===== config.mk =====
export PLATFORM = sky130hd
export DESIGN_NAME = p2m_echo_indication_flat
export DESIGN_NICKNAME = d
export VERILOG_FILES = /design/src/rtl/p2m_echo_indication_pkg.sv /design/src/rtl/p2m_echo_indication_if.sv /design/src/rtl/p2m_msg_buffer.sv /design/src/rtl/p2m_echo_indication.sv /design/src/flat_wrapper.sv
export SDC_FILE = /design/constraint.sdc
export NUM_CORES = 1
export LEC_CHECK = 0
export BUFFER_PORTS_ARGS = -buffer_cell sky130_fd_sc_hd__buf_2
export CORE_MARGIN = 2
export CORE_UTILIZATION = 49
export CTS_BUF_LIST = sky130_fd_sc_hd__clkbuf_4 sky130_fd_sc_hd__clkbuf_8
export DETAILED_ROUTE_END_ITERATION = 7
export PLACE_DENSITY = 0.94
export SYNTH_ARGS = -nofsm -noshare
export SYNTH_HDL_FRONTEND = slang
export SYNTH_SLANG_ARGS = --single-unit

===== constraint.sdc =====
create_clock -name CLK -period 3.11 [get_ports CLK]
set_input_delay 0.622 -clock CLK [delete_from_list [all_inputs] [get_ports CLK]]
set_output_delay 0.622 -clock CLK [all_outputs]
set_load 0.005 [all_outputs]

===== src/rtl/p2m_echo_indication_pkg.sv =====
// p2m_echo_indication_pkg: method ids, message lengths and header layout shared by the Echo marshaller and demarshaller
package p2m_echo_indication_pkg;
    localparam int MSG_W       = 128;
    localparam int LEN_W       = 16;
    localparam int HDR_FIELD_W = 16;
    localparam int PORTAL_LSB  = 0;
    localparam int METHOD_LSB  = 16;

    localparam logic [HDR_FIELD_W-1:0] HEARD2_ID = 16'd0;
    localparam logic [HDR_FIELD_W-1:0] HEARD3_ID = 16'd1;
    localparam logic [HDR_FIELD_W-1:0] HEARD_ID  = 16'd2;

    localparam logic [LEN_W-1:0] HEARD2_LEN = 16'd2;
    localparam logic [LEN_W-1:0] HEARD3_LEN = 16'd4;
    localparam logic [LEN_W-1:0] HEARD_LEN  = 16'd2;

    // Length in words (header included) a method id requires; unknown ids map to 0.
    function automatic logic [LEN_W-1:0] method_len(input logic [HDR_FIELD_W-1:0] id);
        return id == HEARD2_ID ? HEARD2_LEN :
               id == HEARD3_ID ? HEARD3_LEN :
               id == HEARD_ID  ? HEARD_LEN  : '0;
    endfunction
endpackage


===== src/rtl/p2m_echo_indication_if.sv =====
// p2m_echo_indication_if: pipe enqueue handshake plus the heard/heard2/heard3 method call handshakes
//   master: drives the pipe message and the method sink RDYs (host harness side)
//   slave : the demarshaller; drives pipe RDY and the method ENAs/arguments
interface p2m_echo_indication_if;
    import p2m_echo_indication_pkg::*;
    logic                enq_ena;
    logic [MSG_W-1:0]    enq_v;
    logic [LEN_W-1:0]    enq_length;
    logic                enq_rdy;
    logic                heard_ena;
    logic [31:0]         heard_v;
    logic                heard_rdy;
    logic                heard2_ena;
    logic [15:0]         heard2_a;
    logic [15:0]         heard2_b;
    logic                heard2_rdy;
    logic                heard3_ena;
    logic [15:0]         heard3_a;
    logic [31:0]         heard3_b;
    logic [31:0]         heard3_c;
    logic [15:0]         heard3_d;
    logic                heard3_rdy;

    modport master (
        output enq_ena, enq_v, enq_length, heard_rdy, heard2_rdy, heard3_rdy,
        input  enq_rdy, heard_ena, heard_v, heard2_ena, heard2_a, heard2_b,
               heard3_ena, heard3_a, heard3_b, heard3_c, heard3_d
    );

    modport slave (
        input  enq_ena, enq_v, enq_length, heard_rdy, heard2_rdy, heard3_rdy,
        output enq_rdy, heard_ena, heard_v, heard2_ena, heard2_a, heard2_b,
               heard3_ena, heard3_a, heard3_b, heard3_c, heard3_d
    );
endinterface


===== src/rtl/p2m_msg_buffer.sv =====
// p2m_msg_buffer: one-entry message buffer that can retire and refill in the same cycle
//   CLK, nRST : clock, asynchronous active-low reset
//   enq_ena   : enqueue request, honoured only while enq_rdy
//   enq_data  : message to hold
//   retire    : consumer is done with the held entry this cycle
//   enq_rdy   : empty, or being emptied this cycle
//   valid/data: held entry
module p2m_msg_buffer #(
    parameter int W = 144
) (
    input  logic         CLK,
    input  logic         nRST,
    input  logic         enq_ena,
    input  logic [W-1:0] enq_data,
    input  logic         retire,
    output logic         enq_rdy,
    output logic         valid,
    output logic [W-1:0] data
);
    logic accept;

    assign enq_rdy = !valid || retire;
    assign accept  = enq_ena && enq_rdy;

    always_ff @(posedge CLK or negedge nRST) begin
        if (!nRST) begin
            valid <= 1'b0;
            data  <= '0;
        end else begin
            valid <= accept || (valid && !retire);
            if (accept) data <= enq_data;
        end
    end
endmodule


===== src/rtl/p2m_echo_indication.sv =====
// p2m_echo_indication: Echo indication demarshaller turning one 128-bit pipe message into a heard/heard2/heard3 call
//   CLK, nRST  : clock, asynchronous active-low reset
//   io         : pipe enqueue and method call handshakes (slave side)
//   drop       : one-cycle pulse when a held message is malformed and discarded
//   drop_count : saturating count of discarded messages
module p2m_echo_indication
    import p2m_echo_indication_pkg::*;
#(
    parameter logic [HDR_FIELD_W-1:0] PORTAL_ID = 16'd5,
    parameter int                     ERR_WIDTH = 8
) (
    input  logic                 CLK,
    input  logic                 nRST,
    p2m_echo_indication_if.slave io,
    output logic                 drop,
    output logic [ERR_WIDTH-1:0] drop_count
);
    logic                   valid;
    logic                   retire;
    logic                   good;
    logic                   bad;
    logic [MSG_W+LEN_W-1:0] held;
    logic [MSG_W-1:0]       msg;
    logic [LEN_W-1:0]       len;
    logic [HDR_FIELD_W-1:0] portal;
    logic [HDR_FIELD_W-1:0] id;

    p2m_msg_buffer #(.W(MSG_W + LEN_W)) u_buf (
        .CLK      (CLK),
        .nRST     (nRST),
        .enq_ena  (io.enq_ena),
        .enq_data ({io.enq_length, io.enq_v}),
        .retire   (retire),
        .enq_rdy  (io.enq_rdy),
        .valid    (valid),
        .data     (held)
    );

    assign {len, msg} = held;

    always_comb begin
        portal = msg[PORTAL_LSB +: HDR_FIELD_W];
        id     = msg[METHOD_LSB +: HDR_FIELD_W];
        // The explicit id range test matters: unknown ids map to length 0, which a zero-length message would match.
        good   = valid && portal == PORTAL_ID && id <= HEARD_ID && len == method_len(id);
        bad    = valid && !good;
        io.heard2_ena = good && id == HEARD2_ID && io.heard2_rdy;
        io.heard3_ena = good && id == HEARD3_ID && io.heard3_rdy;
        io.heard_ena  = good && id == HEARD_ID  && io.heard_rdy;
        io.heard2_a   = io.heard2_ena ? msg[47:32]   : '0;
        io.heard2_b   = io.heard2_ena ? msg[63:48]   : '0;
        io.heard3_a   = io.heard3_ena ? msg[47:32]   : '0;
        io.heard3_b   = io.heard3_ena ? msg[79:48]   : '0;
        io.heard3_c   = io.heard3_ena ? msg[111:80]  : '0;
        io.heard3_d   = io.heard3_ena ? msg[127:112] : '0;
        io.heard_v    = io.heard_ena  ? msg[63:32]   : '0;
        retire = io.heard_ena || io.heard2_ena || io.heard3_ena || bad;
        drop   = bad;
    end

    always_ff @(posedge CLK or negedge nRST) begin
        if (!nRST) drop_count <= '0;
        else if (bad && !(&drop_count)) drop_count <= drop_count + 1'b1;
    end
endmodule


===== src/flat_wrapper.sv =====
// flat-port wrapper written by rule: the top's interface ports become plain ports
module p2m_echo_indication_flat import p2m_echo_indication_pkg::*;
#(
    parameter logic [HDR_FIELD_W-1:0] PORTAL_ID = 16'd5,
    parameter int                     ERR_WIDTH = 8
)
  (CLK, nRST, drop, drop_count, io_enq_ena, io_enq_v, io_enq_length, io_heard_rdy, io_heard2_rdy, io_heard3_rdy, io_enq_rdy, io_heard_ena, io_heard_v, io_heard2_ena, io_heard2_a, io_heard2_b, io_heard3_ena, io_heard3_a, io_heard3_b, io_heard3_c, io_heard3_d);
  p2m_echo_indication_if io_i ();
  input  logic CLK;
  input  logic nRST;
  output logic drop;
  output logic [ERR_WIDTH-1:0] drop_count;
  input wire logic [$bits(io_i.enq_ena)-1:0] io_enq_ena;
  input wire logic [$bits(io_i.enq_v)-1:0] io_enq_v;
  input wire logic [$bits(io_i.enq_length)-1:0] io_enq_length;
  input wire logic [$bits(io_i.heard_rdy)-1:0] io_heard_rdy;
  input wire logic [$bits(io_i.heard2_rdy)-1:0] io_heard2_rdy;
  input wire logic [$bits(io_i.heard3_rdy)-1:0] io_heard3_rdy;
  output wire logic [$bits(io_i.enq_rdy)-1:0] io_enq_rdy;
  output wire logic [$bits(io_i.heard_ena)-1:0] io_heard_ena;
  output wire logic [$bits(io_i.heard_v)-1:0] io_heard_v;
  output wire logic [$bits(io_i.heard2_ena)-1:0] io_heard2_ena;
  output wire logic [$bits(io_i.heard2_a)-1:0] io_heard2_a;
  output wire logic [$bits(io_i.heard2_b)-1:0] io_heard2_b;
  output wire logic [$bits(io_i.heard3_ena)-1:0] io_heard3_ena;
  output wire logic [$bits(io_i.heard3_a)-1:0] io_heard3_a;
  output wire logic [$bits(io_i.heard3_b)-1:0] io_heard3_b;
  output wire logic [$bits(io_i.heard3_c)-1:0] io_heard3_c;
  output wire logic [$bits(io_i.heard3_d)-1:0] io_heard3_d;
  assign io_i.enq_ena = io_enq_ena;
  assign io_i.enq_v = io_enq_v;
  assign io_i.enq_length = io_enq_length;
  assign io_i.heard_rdy = io_heard_rdy;
  assign io_i.heard2_rdy = io_heard2_rdy;
  assign io_i.heard3_rdy = io_heard3_rdy;
  assign io_enq_rdy = io_i.enq_rdy;
  assign io_heard_ena = io_i.heard_ena;
  assign io_heard_v = io_i.heard_v;
  assign io_heard2_ena = io_i.heard2_ena;
  assign io_heard2_a = io_i.heard2_a;
  assign io_heard2_b = io_i.heard2_b;
  assign io_heard3_ena = io_i.heard3_ena;
  assign io_heard3_a = io_i.heard3_a;
  assign io_heard3_b = io_i.heard3_b;
  assign io_heard3_c = io_i.heard3_c;
  assign io_heard3_d = io_i.heard3_d;
  p2m_echo_indication #(.PORTAL_ID(PORTAL_ID), .ERR_WIDTH(ERR_WIDTH)) u_core (.CLK(CLK), .nRST(nRST), .io(io_i), .drop(drop), .drop_count(drop_count));
endmodule

==> flow_summary.ini <==
[worst_setup_path]
crit_path_max_fanout = 9
worstPathCellList = nor4_2 -> nand4_1 -> or4_4 -> nor3_4 -> buf_6 -> clkbuf_16 -> and2_1 -> buf_2
rr_startpoint = u_core.u_buf.data[14]$_DFFE_PN0P_
start_kind = register
cp.buffers_inverters = 3
end_kind = output pin
path_delay_family = simple AND/OR/NAND/NOR gates
cp-startpoint = u_core.u_buf.data[139]$_DFFE_PN0P_
required_ns = 2.49
crit_arrival_ns = 2.77
worstSetupPathType = reg2out
slowest_delay_ns = 0.60
critPathSlowestCell = or4_4

[power]
swShare_pct = 26.1
p_int_mw = 3.39
power.share.sequential_pct = 53.1
vdd_drop_max_v = 0.000374
power_density_nw_per_um2 = 455
p_clk_share_pct = 34.6
total_leakage_power_nw = 5.07
p_comb_share_pct = 12.2
power_switching_mw = 1.20

[sta]
tns_ns = -38.11
clock_skew_ns = 0.0111
finalCritPeriodShare_pct = 109
fin_ws_ns = -0.282
finalHoldViolations = 0
slew_headroom_pct = 58.0
tightest_slew_ns = 0.630
fmax_ghz = 0.295
setup_violations = 164
rsz0062_at_grt = yes
finalCriticalPeriod_ns = 3.39
slew_violations = 0
whs_ns = 0.171

[detailed_routing]
firstDrtPassIters = 4
drt_iter0_drc = 247
drt_wl_total_mm = 19.7
antenna_left = 0
via_per_inst = 5.08
vias = 5517
drc = 0
detail_route.wl_per_cell_um = 18.2

[synthesis]
ys_top_cells_by_count = 161 x and2_1, 153 x dfrtp_1, 117 x mux2_2
synth-main-ff-cell = dfrtp_1
netlist-cell-type-count = 36
synth_seq_cells = 153
synth_edf_count = 0
synth_area_um2 = 7100
synth_top_area_cell = dfrtp_1
synth-warning-count = 0
ys_async_sr_fraction_pct = 100
synth_top_cells_by_area = dfrtp_1 54%, mux2_2 19%, and2_1 14%, mux2_1 4.4%, buf_4 0.95%
ys_seq_area_share_pct = 53.9
synth.top_cell.area_share_pct = 53.9
synth_area_per_cell_um2 = 12.9
synthCells = 549
synth.most_common_cell = and2_1
synth_nets = 700

[floorplanning]
io_pins = 323
start_util_pct = 49.4
dieArea_um2 = 15500
die_h_um = 124
rows = 44
core_um2 = 14400
die_width_um = 124

[final_layout]
drive_gt1_share_pct = 61.8
fin_cells = 1086
design_area_um2 = 10100
area_delta_synth_final_pct = 41.9
n_antenna_cell = 0
fin_nets = 1040
nFillCells = 994

[clock_tree]
clk_path_buf_depth = 2
cts_made_buffers = 17
cts_tree = yes
path_clk_slew_ns = 0.08
htreeDepth = 4
root_buffer = clkbuf_8
clk-insertion-delay-late_ns = 0.44
cts_sinks = 153

[outcome]
violations = negative setup slack
status = complete, but fails checks

[placed_design]
placed_cell_area_um2 = 8960
dp_hpwl_mm = 13.1
globalplace.congestion = 0.850
port_buffers = 322
place_ws_ns = -0.0267
place_inst = 1037

[global_routing]
grtUsageTotal_pct = 24.1
grt_pass1_wl_mm = 29.2
grt_overflow = 0
grt_max_degree = 71
grt_pass1_vias = 5441
antenna_found_initial = 0

[min_path]
min_path_type = in2async

[job]
drv_cap = 0
registers in the layout (all words and copies together), names as in the netlist:
register / flops
u_core.drop_count: 8
u_core.u_buf.data: 144
u_core.u_buf.valid: 1
path summary, 6_finish.rpt:
check                                                           to  slack (ns)  cells after the start
worst min register to register   u_core.u_buf.data[66]$_DFFE_PN0P_        0.49                      1
worst max register to register  u_core.u_buf.data[112]$_DFFE_PN0P_        0.48                      8
min in group CLK                 u_core.u_buf.data[43]$_DFFE_PN0P_        0.39                      2
max in group asynchronous       u_core.u_buf.data[124]$_DFFE_PN0P_        2.15                      2
worst min-delay path              u_core.u_buf.data[6]$_DFFE_PN0P_        0.17                      1
worst max-delay path                                io_heard3_b[7]       -0.28                      8
repair_timing:
action                     CTS  global route
gates cloned                 3             6
hold buffers                 0             0
gates resized for setup     14            81
setup endpoints to repair  164           164
buffers inserted             6             2
pin swaps                    6             6
worst register-to-register path, delay by kind of cell, from the launching register on:
family / cells / cell delay, ns
DFF: 1 / 0.39
AOI/OAI and AO/OA: 1 / 0.30
buffers and inverters: 3 / 0.67
and+or+nand+nor: 3 / 0.76
muxes: 1 / 0.40
final cells by class:
cell class	count	area [um2]	share of cell area (%)
multi-input cells	360	3230	32.1
well taps	184	230	2.28
clock buffers	19	255	2.53
flip-flops and latches	153	3830	38.0
repair buffers	355	2360	23.4
clock inverters	13	165	1.64
inverters	2	7.51	0.0745
through the flow:
step,power (mW),util (%)
final,4.58,70.2
after CTS,4.60,66.5
after global routing,4.79,70.2
after floorplan,2.70,-
after detailed placement,3.00,62.3
after global placement,2.96,62.3
cells by family after synthesis:
family	synth area share (%)
adder cells (fa/ha/maj)	0.176
AND/OR/NAND/NOR	18.4
XOR/XNOR	0.986
flip-flops	53.9
AO/OA/AOI/OAI	0.511
multiplexers	23.0
buffers and inverters	3.05
per-layer routing:
layer / global-route usage (%) / part of all wire [%] / up-vias
met4: 7.93 / 2.9 / 0
met5: 0 / 0 / -
met1: 29.0 / 39 / 2683
met3: 6.19 / 6.4 / 39
li1: - / - / 2548
met2: 42.2 / 52 / 247
layout by cell type (no fill, tap or decap), drive strengths merged:
| master | netlist | final |
|---|---|---|
| nor3 | 3 | 3 |
| dfrtp | 153 | 153 |
| bufinv | 0 | 3 |
| nand3b | 1 | 1 |
| buf | 25 | 350 |
| ha | 1 | 1 |
| or4 | 1 | 1 |
| a211oi | 1 | 1 |
| nor4b | 6 | 6 |
| and4 | 1 | 1 |
| clkinv | 0 | 2 |
| o21ai | 1 | 1 |
| a21boi | 1 | 1 |
| xor2 | 5 | 5 |
| nor2b | 1 | 1 |
| or3b | 1 | 1 |
| a21bo | 1 | 1 |
| nor3b | 2 | 2 |
| xnor2 | 3 | 3 |
| mux2 | 145 | 145 |
| nand2 | 5 | 5 |
| inv | 2 | 6 |
| nand4 | 7 | 7 |
| clkbuf | 9 | 24 |
| and2 | 161 | 161 |
| nor4 | 9 | 9 |
| a31oi | 1 | 1 |
| nand3 | 2 | 2 |
| nand2b | 1 | 1 |
| clkinvlp | 0 | 4 |
power by group through the flow:
stage | combinational, mW | clock, mW | sequential [mW]
2_1_floorplan | 0.316 | 0 | 2.38
3_3_place_gp | 0.525 | 0 | 2.43
3_5_place_dp | 0.552 | 0 | 2.45
4_1_cts | 0.561 | 1.62 | 2.41
5_1_grt | 0.618 | 1.71 | 2.46
6_report | 0.561 | 1.59 | 2.44
(Power assumes the default switching activity.)
